## src/rtl/show_sched.sv

```systemverilog
// show_sched: single-clock scheduler for the light-show engines.
// Runs MSG -> BLINK -> WAVE, handing one engine at a time a one-cycle step
// strobe (tick) and a step index (phase), all derived from one prescaler.
// Build option: define SHOW_LOOP_EN to loop WAVE back to MSG while run is
// high; otherwise WAVE exits to IDLE and the show waits for run 0 -> 1.
module show_sched #(
  parameter int TICK_DIV    = 5000000,
  parameter int MSG_TICKS   = 20,
  parameter int BLINK_TICKS = 16,
  parameter int WAVE_STEPS  = 36
) (
  input  logic       ck,
  input  logic       rs_n,
  input  logic       run,
  input  logic       hold,
  input  logic       skip,
  output logic       en_msg,
  output logic       en_blink,
  output logic       en_wave,
  output logic       tick,
  output logic [7:0] phase,
  output logic       done
);

  localparam int PW = (TICK_DIV > 1) ? $clog2(TICK_DIV) : 1;
  localparam logic [PW-1:0] PRESC_LAST = PW'(TICK_DIV - 1);

  localparam logic [1:0] S_IDLE  = 2'd0;
  localparam logic [1:0] S_MSG   = 2'd1;
  localparam logic [1:0] S_BLINK = 2'd2;
  localparam logic [1:0] S_WAVE  = 2'd3;

  logic [1:0]    state_r;
  logic [PW-1:0] presc_r;
  logic          armed_r;

  logic [1:0]    state_nx_s;
  logic [PW-1:0] presc_nx_s;
  logic [7:0]    phase_nx_s;
  logic          tick_nx_s;
  logic          done_nx_s;
  logic          armed_nx_s;
  logic [1:0]    mode_after_s;

  // Last phase index of a mode (dwell - 1).
  function automatic logic [7:0] last_phase(input logic [1:0] st);
    case (st)
      S_MSG:   return 8'(MSG_TICKS - 1);
      S_BLINK: return 8'(BLINK_TICKS - 1);
      S_WAVE:  return 8'(WAVE_STEPS - 1);
      default: return 8'd0;
    endcase
  endfunction

  // Mode that follows the given one in the show order.
  function automatic logic [1:0] next_mode(input logic [1:0] st);
    case (st)
      S_MSG:   return S_BLINK;
      S_BLINK: return S_WAVE;
`ifdef SHOW_LOOP_EN
      S_WAVE:  return S_MSG;
`else
      S_WAVE:  return S_IDLE;
`endif
      default: return S_IDLE;
    endcase
  endfunction

  // Next-state logic: run beats skip beats hold beats the prescaler step.
  always_comb begin
    state_nx_s   = state_r;
    presc_nx_s   = presc_r;
    phase_nx_s   = phase;
    tick_nx_s    = 1'b0;
    done_nx_s    = 1'b0;
    armed_nx_s   = armed_r;
    mode_after_s = next_mode(state_r);
    if (!run) begin
      state_nx_s = S_IDLE;
      presc_nx_s = '0;
      phase_nx_s = 8'd0;
      armed_nx_s = 1'b1;
    end else if (state_r == S_IDLE) begin
      if (armed_r) begin
        state_nx_s = S_MSG;
        presc_nx_s = '0;
        phase_nx_s = 8'd0;
      end else begin
        state_nx_s = S_IDLE;
      end
    end else if (skip) begin
      // Abandon the mode; any step landing this cycle is swallowed.
      state_nx_s = mode_after_s;
      presc_nx_s = '0;
      phase_nx_s = 8'd0;
      if (mode_after_s == S_IDLE) begin
        armed_nx_s = 1'b0;
      end else begin
        armed_nx_s = armed_r;
      end
    end else if (hold) begin
      state_nx_s = state_r;
    end else if (presc_r == PRESC_LAST) begin
      presc_nx_s = '0;
      tick_nx_s  = 1'b1;
      if (phase < last_phase(state_r)) begin
        phase_nx_s = phase + 8'd1;
      end else begin
        state_nx_s = mode_after_s;
        phase_nx_s = 8'd0;
        if (state_r == S_WAVE) begin
          done_nx_s = 1'b1;
        end else begin
          done_nx_s = 1'b0;
        end
        if (mode_after_s == S_IDLE) begin
          armed_nx_s = 1'b0;
        end else begin
          armed_nx_s = armed_r;
        end
      end
    end else begin
      presc_nx_s = presc_r + PW'(1);
    end
  end

  // State, counters and registered outputs; synchronous active-low reset.
  always_ff @(posedge ck) begin
    if (!rs_n) begin
      state_r  <= S_IDLE;
      presc_r  <= '0;
      armed_r  <= 1'b1;
      phase    <= 8'd0;
      tick     <= 1'b0;
      done     <= 1'b0;
      en_msg   <= 1'b0;
      en_blink <= 1'b0;
      en_wave  <= 1'b0;
    end else begin
      state_r  <= state_nx_s;
      presc_r  <= presc_nx_s;
      armed_r  <= armed_nx_s;
      phase    <= phase_nx_s;
      tick     <= tick_nx_s;
      done     <= done_nx_s;
      en_msg   <= (state_nx_s == S_MSG);
      en_blink <= (state_nx_s == S_BLINK);
      en_wave  <= (state_nx_s == S_WAVE);
    end
  end

endmodule

```

## config.mk

```make
export PLATFORM = sky130hd
export DESIGN_NAME = show_sched
export DESIGN_NICKNAME = d
export VERILOG_FILES = /design/src/rtl/show_sched.sv
export SDC_FILE = /design/constraint.sdc
export NUM_CORES = 1
export LEC_CHECK = 0
export ABC_AREA = 1
export BUFFER_PORTS_ARGS = -buffer_cell sky130_fd_sc_hd__buf_2
export CORE_MARGIN = 3
export CORE_UTILIZATION = 59
export DETAILED_ROUTE_END_ITERATION = 6
export GPL_ROUTABILITY_DRIVEN = 0
export PLACE_DENSITY = 0.79
export SLEW_MARGIN = 20
export SYNTH_ARGS = -nofsm -noshare
export SYNTH_HDL_FRONTEND = slang
export SYNTH_SLANG_ARGS = --single-unit
```

## constraint.sdc

```tcl
create_clock -name ck -period 2.5 [get_ports ck]
set_input_delay 0.375 -clock ck [delete_from_list [all_inputs] [get_ports ck]]
set_output_delay 0.375 -clock ck [all_outputs]
set_load 0.05 [all_outputs]
```

* Yosys cells after proc, flatten, opt, wreduce, memory -nomap -nowiden
Index checks and enable logic that the tools add are counted.
** Cells by class
- Add/sub/neg operators :: 2
- Magnitude comparators :: 1
- Equality and inequality tests :: 11
- Muxes and demuxes :: 32
- Bitwise logic cells :: 4
- Reduce and logical (&&, ||, !) cells :: 10
** Operators with widths (count)
- $mux W23 :: 5
- $mux W8 :: 11
- $add A23 B1 Y23 const B :: 1
- $eq A23 B23 Y1 const B :: 1
- $pmux W6 S3 :: 1
- $mux W2 :: 6
- $add A8 B1 Y8 const B :: 1
- $eq A2 B2 Y1 const B :: 4
- $lt A8 B8 Y1 :: 1
- $mux W1 :: 8
- $reduce_or A7 Y1 :: 1
- $reduce_or A5 Y1 :: 1
- $eq A2 B1 Y1 const B :: 2
- $logic_not A2 Y1 :: 2
- $ne A2 B2 Y1 const B :: 2
- $not A1 Y1 :: 4
- $pmux W2 S2 :: 1
- $reduce_and A2 Y1 :: 2
- $reduce_and A4 Y1 :: 1
- $ne A3 B1 Y1 const B :: 1
- $reduce_and A3 Y1 :: 1
- $reduce_bool A3 Y1 :: 1
- $ne A2 B1 Y1 const B :: 1
- $reduce_bool A2 Y1 :: 1
** Storage, ports and cells
- Register bits :: 39
- Bits of input ports :: 5
- Output and inout port bits :: 13
- Logic and storage cells :: 69

* Depth between registers and ports, before layout
- Depth in word-level cells :: 15
- Depth in mapped cells :: 16
- Mapped depth without buffers :: 16

* Least setup slack after synthesis
Ideal clock, no wire load.
- Kind :: reg2reg
- Start :: register state_r[0]
- End :: register presc_r[19]
- Library setup time :: 0.117 ns
- Data arrival time :: 1.758 ns
- Required time :: 2.383 ns
- Path slack :: 0.625 ns
- Stages on the path, launching flop included :: 15
- Buffers on the path :: 0
- Period minus slack after synthesis :: 1.875 ns
- Cell sequence :: dfxtp_1 > inv_1 > ha_1 > inv_1 > nor2_1 > a21oi_4 > nand2_2 > nor2_4 > nand2_4 > nor2_4 > nand3_2 > nor2_1 > nand2_1 > nand2_1 > nor2_1
** On the way
- Cells in the longest elaborated chain, start to end :: 3
- Elaborated cells between the ends (all ways) :: 5
- Those cells by class :: eq/ne (2); mux (1); reduce/logical (2)
** Ends and longest elaborated chain
- start: declaration :: RTL line 33 : logic [1:0] state_r;
- start signal: assignment :: RTL line 140 : state_r <= state_nx_s;
- $logic_not A2 Y1 * :: RTL line 83 : end else if (state_r == S_IDLE) begin
- $ne A3 B1 Y1 (no source line) / $ne A2 B2 Y1 (equally long branches)
- $reduce_and A2 Y1 (no source line)
- end signal: assignment :: RTL line 141 : presc_r <= presc_nx_s;
- end: declaration :: RTL line 34 : logic [PW-1:0] presc_r;
Mark *: on every way between the ends. The rest lies on a longest branch, timed or not.
A chain may end at the register's enable or synchronous reset.

* Worst setup path in the final report
- Start :: register state_r[0]
- End :: register phase[1]
** On the way
- Cells in the longest elaborated chain, start to end :: 13
- Elaborated cells between the ends (all ways) :: 20
- Those cells by class :: order compare (1); eq/ne (5); mux (11); reduce/logical (3)
** Ends and longest elaborated chain
- $eq A2 B2 Y1 / $eq A2 B1 Y1 (equally long branches) :: RTL line 47 : case (st)
- $pmux W6 S3 :: RTL line 47
- $mux W8 :: RTL line 103 : end else if (presc_r == PRESC_LAST) begin
- $mux W8 :: RTL line 101 : end else if (hold) begin
- $mux W8 :: RTL line 91 : end else if (skip) begin
- $mux W8 :: RTL line 83
- $mux W8 :: RTL line 78 : if (!run) begin
- $lt A8 B8 Y1 :: RTL line 106 : if (phase < last_phase(state_r)) begin
- $mux W8 :: RTL line 106
- $mux W8 :: RTL line 103
- $mux W8 :: RTL line 101
- $mux W8 :: RTL line 91
- $mux W8 :: RTL line 83
- end signal: assignment :: RTL line 143 : phase <= phase_nx_s;
- end: declaration :: RTL line 21 : output logic [7:0] phase,
Several ways; a longest one is shown, not always the timed one. The select of a mux whose other input is x is not followed.

==> out/metrics.json <==
{
  "finalClockSkew_ns": 0.00410,
  "dp_hpwl_um": 3490,
  "arrival_ns": 2.36,
  "power_mw": 1.18,
  "maxCapViolCount": 0,
  "crit_type": "flop to flop",
  "cts_buffers": 5,
  "layout.filler_cells": 309,
  "use_met3_pct": 5.56,
  "detail-route-antenna-nets": 0,
  "avgRoutedWirePerCell_um": 12.1,
  "total_negative_slack_ns": 0,
  "netlist-cell-type-count": 29,
  "outcome": "finished clean",
  "detailroute.via_count": 2009,
  "synthTopCellsByArea": "sky130_fd_sc_hd__dfxtp_1 36%, sky130_fd_sc_hd__nand2_1 9.9%, sky130_fd_sc_hd__inv_1 8.5%",
  "clock_sinks": 39,
  "fin_area_um2": 2400,
  "synthesis.yosys.warnings": 0,
  "cpPeakStageDelay_ns": 0.39,
  "maxSlewViolCount": 0,
  "maximum_number_of_pins_on_one_net_before_global_route_repair": 20,
  "critical_path.top_delay_family": "adder cells",
  "drtPass1Iterations": 4,
  "drt-total-wl_um": 4610,
  "cp.required_ns": 2.71,
  "hold_path.startpoint": "rs_n",
  "worst_setup_path_startpoint": "state_r[0]",
  "vias_in_the_first_global_route": 1835,
  "grt_overflow": 0,
  "htree_num_levels": 2,
  "placementRows": 21,
  "endpoint_kind": "flop",
  "holdCritPathClass": "primary input to flop",
  "initial_drc_count": 153,
  "routed_via_density": 5.29,
  "rsz0062_at_grt": "false",
  "seq_area_frac_synth_pct": 36.1,
  "cp_cell_instances": "inv_1 > ha_1 > ha_1 > o21ai_0 > nand2_1 > nand2_1 > nand2_1 > nand2_1 > nand2_1 > o21ai_2 > nand2_1 > a211oi_1",
  "synthCells": 310,
  "layout_commonest_cell": "sky130_fd_sc_hd__nand2_1",
  "clk_transition_reported_paths_ns": 0.07,
  "ratio_of_cells_with_drive_above_1_in_the_final_layout_pct": 12.3,
  "postSynth.topFlopCell": "sky130_fd_sc_hd__dfxtp_1",
  "final_period_util_pct": 86.2,
  "cp_common_cell": "sky130_fd_sc_hd__nand2_1",
  "synthToLayoutAreaGrowth_pct": 11.0,
  "finalSetupViolations": 0,
  "fin_worst_hold_slack_ns": 0.349,
  "ctsRootBufferMaster": "sky130_fd_sc_hd__clkbuf_8",
  "synth_area_um2": 2160,
  "cts_setup_buffers": 0,
  "ir_drop_v": 0.000359,
  "design.portCount": 18,
  "power.leakage_nw": 0.967,
  "route.detailed.drc": 0,
  "post_placement_cell_area_um2": 2300,
  "grtUsageMet1_pct": 30.5,
  "die-area_um2": 4430,
  "synth_area_per_cell_um2": 6.98,
  "synth.net_count": 327,
  "portBuffers": 17,
  "mostFrequentLayoutCells": "57 x sky130_fd_sc_hd__nand2_1, 49 x sky130_fd_sc_hd__inv_1, 49 x sky130_fd_sc_hd__nor2_1",
  "antenna_cells": 0,
  "sum_of_buffers_and_inverters_on_the_critical_path": 1,
  "multi_input_area_um2": 1190,
  "worst_slew_margin_rel_pct": 67.6,
  "die_w_um": 66.6,
  "cts.hold.buffers_added": 0,
  "synth_edf_count": 0,
  "cellPowerDensity_nw_per_um2": 489,
  "postSynthRegisterBits": 39,
  "gr-usage-met2_pct": 35.9,
  "nets": 350,
  "fmax_mhz": 464,
  "synthArstFlopShare_pct": 0,
  "worst_pin_slew_ns": 0.482,
  "sequential_cell_area_um2": 781,
  "clock_path_buffers": 2,
  "synth_largest_type_area_fraction_pct": 36.1,
  "crit_path_max_fanout": 6,
  "critical_path.reg2reg.startpoint": "state_r[0]",
  "antenna_violations_before_repair": 0,
  "cts.repair.resized": 0,
  "period_needed_ns": 2.16,
  "busiest_layer": "met2",
  "initial_cell_density_of_the_core_pct": 62.9,
  "synth_top_cell_by_area": "sky130_fd_sc_hd__dfxtp_1",
  "cp_slowest_cell": "sky130_fd_sc_hd__dfxtp_1",
  "final_hold_viol_count": 0,
  "die-height_um": 66.6,
  "worst_skew_pair_latency_ns": 0.29,
  "track_usage_pct": 23.0,
  "grt_pass1_wl_um": 7880,
  "placeableCoreArea_um2": 3440,
  "timing.critical_path.from_type": "flop",
  "tritoncts": "yes"
}
## registers in the layout, summed over array words and instances (netlist names)
register	count
armed_r	1
done	1
en_blink	1
en_msg	1
en_wave	1
phase	8
presc_r	23
state_r	2
tick	1
## logic make-up after synthesis
family                     count (synthesis)  share of synthesized area [%]
and+or+nand+nor                          172                           37.2
buffers and inverters                     51                           8.90
DFF                                       39                           36.1
AOI/OAI and AO/OA                         30                           8.44
adders and majority gates                 12                           6.94
xor gates and xnor gates                   6                           2.43
## metrics by stage
step	cells	setup slack, ns	util, %
final	380	0.344	69.8
after global routing	380	0.0987	69.8
after CTS	380	0.364	69.8
after detailed placement	372	0.383	66.9
after global placement	372	0.449	66.9
after floorplan	310	0.625	-
## synthesized netlist by cell type, types with 3 or more instances
cell type and number:
sky130_fd_sc_hd__a211oi_1 4, sky130_fd_sc_hd__a21oi_1 13, sky130_fd_sc_hd__a31oi_1 4, sky130_fd_sc_hd__dfxtp_1 39, sky130_fd_sc_hd__ha_1 12, sky130_fd_sc_hd__inv_1 49, sky130_fd_sc_hd__nand2_1 57, sky130_fd_sc_hd__nand2_2 4
sky130_fd_sc_hd__nand3_1 23, sky130_fd_sc_hd__nand4_1 10, sky130_fd_sc_hd__nor2_1 49, sky130_fd_sc_hd__nor2_4 3, sky130_fd_sc_hd__nor3_1 13, sky130_fd_sc_hd__nor4_1 3, sky130_fd_sc_hd__o21ai_0 6, sky130_fd_sc_hd__xor2_1 6
## tightest hold or removal path, cell delays in order
cell                     delay, ns
sky130_fd_sc_hd__buf_2        0.12
sky130_fd_sc_hd__inv_1        0.07
sky130_fd_sc_hd__nor2_1       0.04
## layout make-up
class                   count  area share [%]
clock buffers               8            4.17
repair buffers             17            3.54
well taps                  46            2.40
inverters                  50            7.81
flip-flops and latches     39            32.5
multi-input cells         220            49.6
## per-layer routing
| layer | part of all wire, % | vias up |
|---|---|---|
| met2 | 44 | 54 |
| met4 | 1.7 | 0 |
| met5 | 0 | - |
| met1 | 49 | 899 |
| li1 | - | 1049 |
| met3 | 5.4 | 7 |
## worst paths after layout
path	cells after the start	to	slack (ns)
min	3	state_r[1]	0.35
max	12	phase[1]	0.34
max reg2reg	12	phase[1]	0.34
min reg2reg	2	phase[7]	0.47
## power breakdown
group,switching [mW],internal [mW]
Clock,0.215,0.252
Combinational,0.0582,0.0224
Sequential,0.00347,0.625
Power figures use the tool's default switching activity.
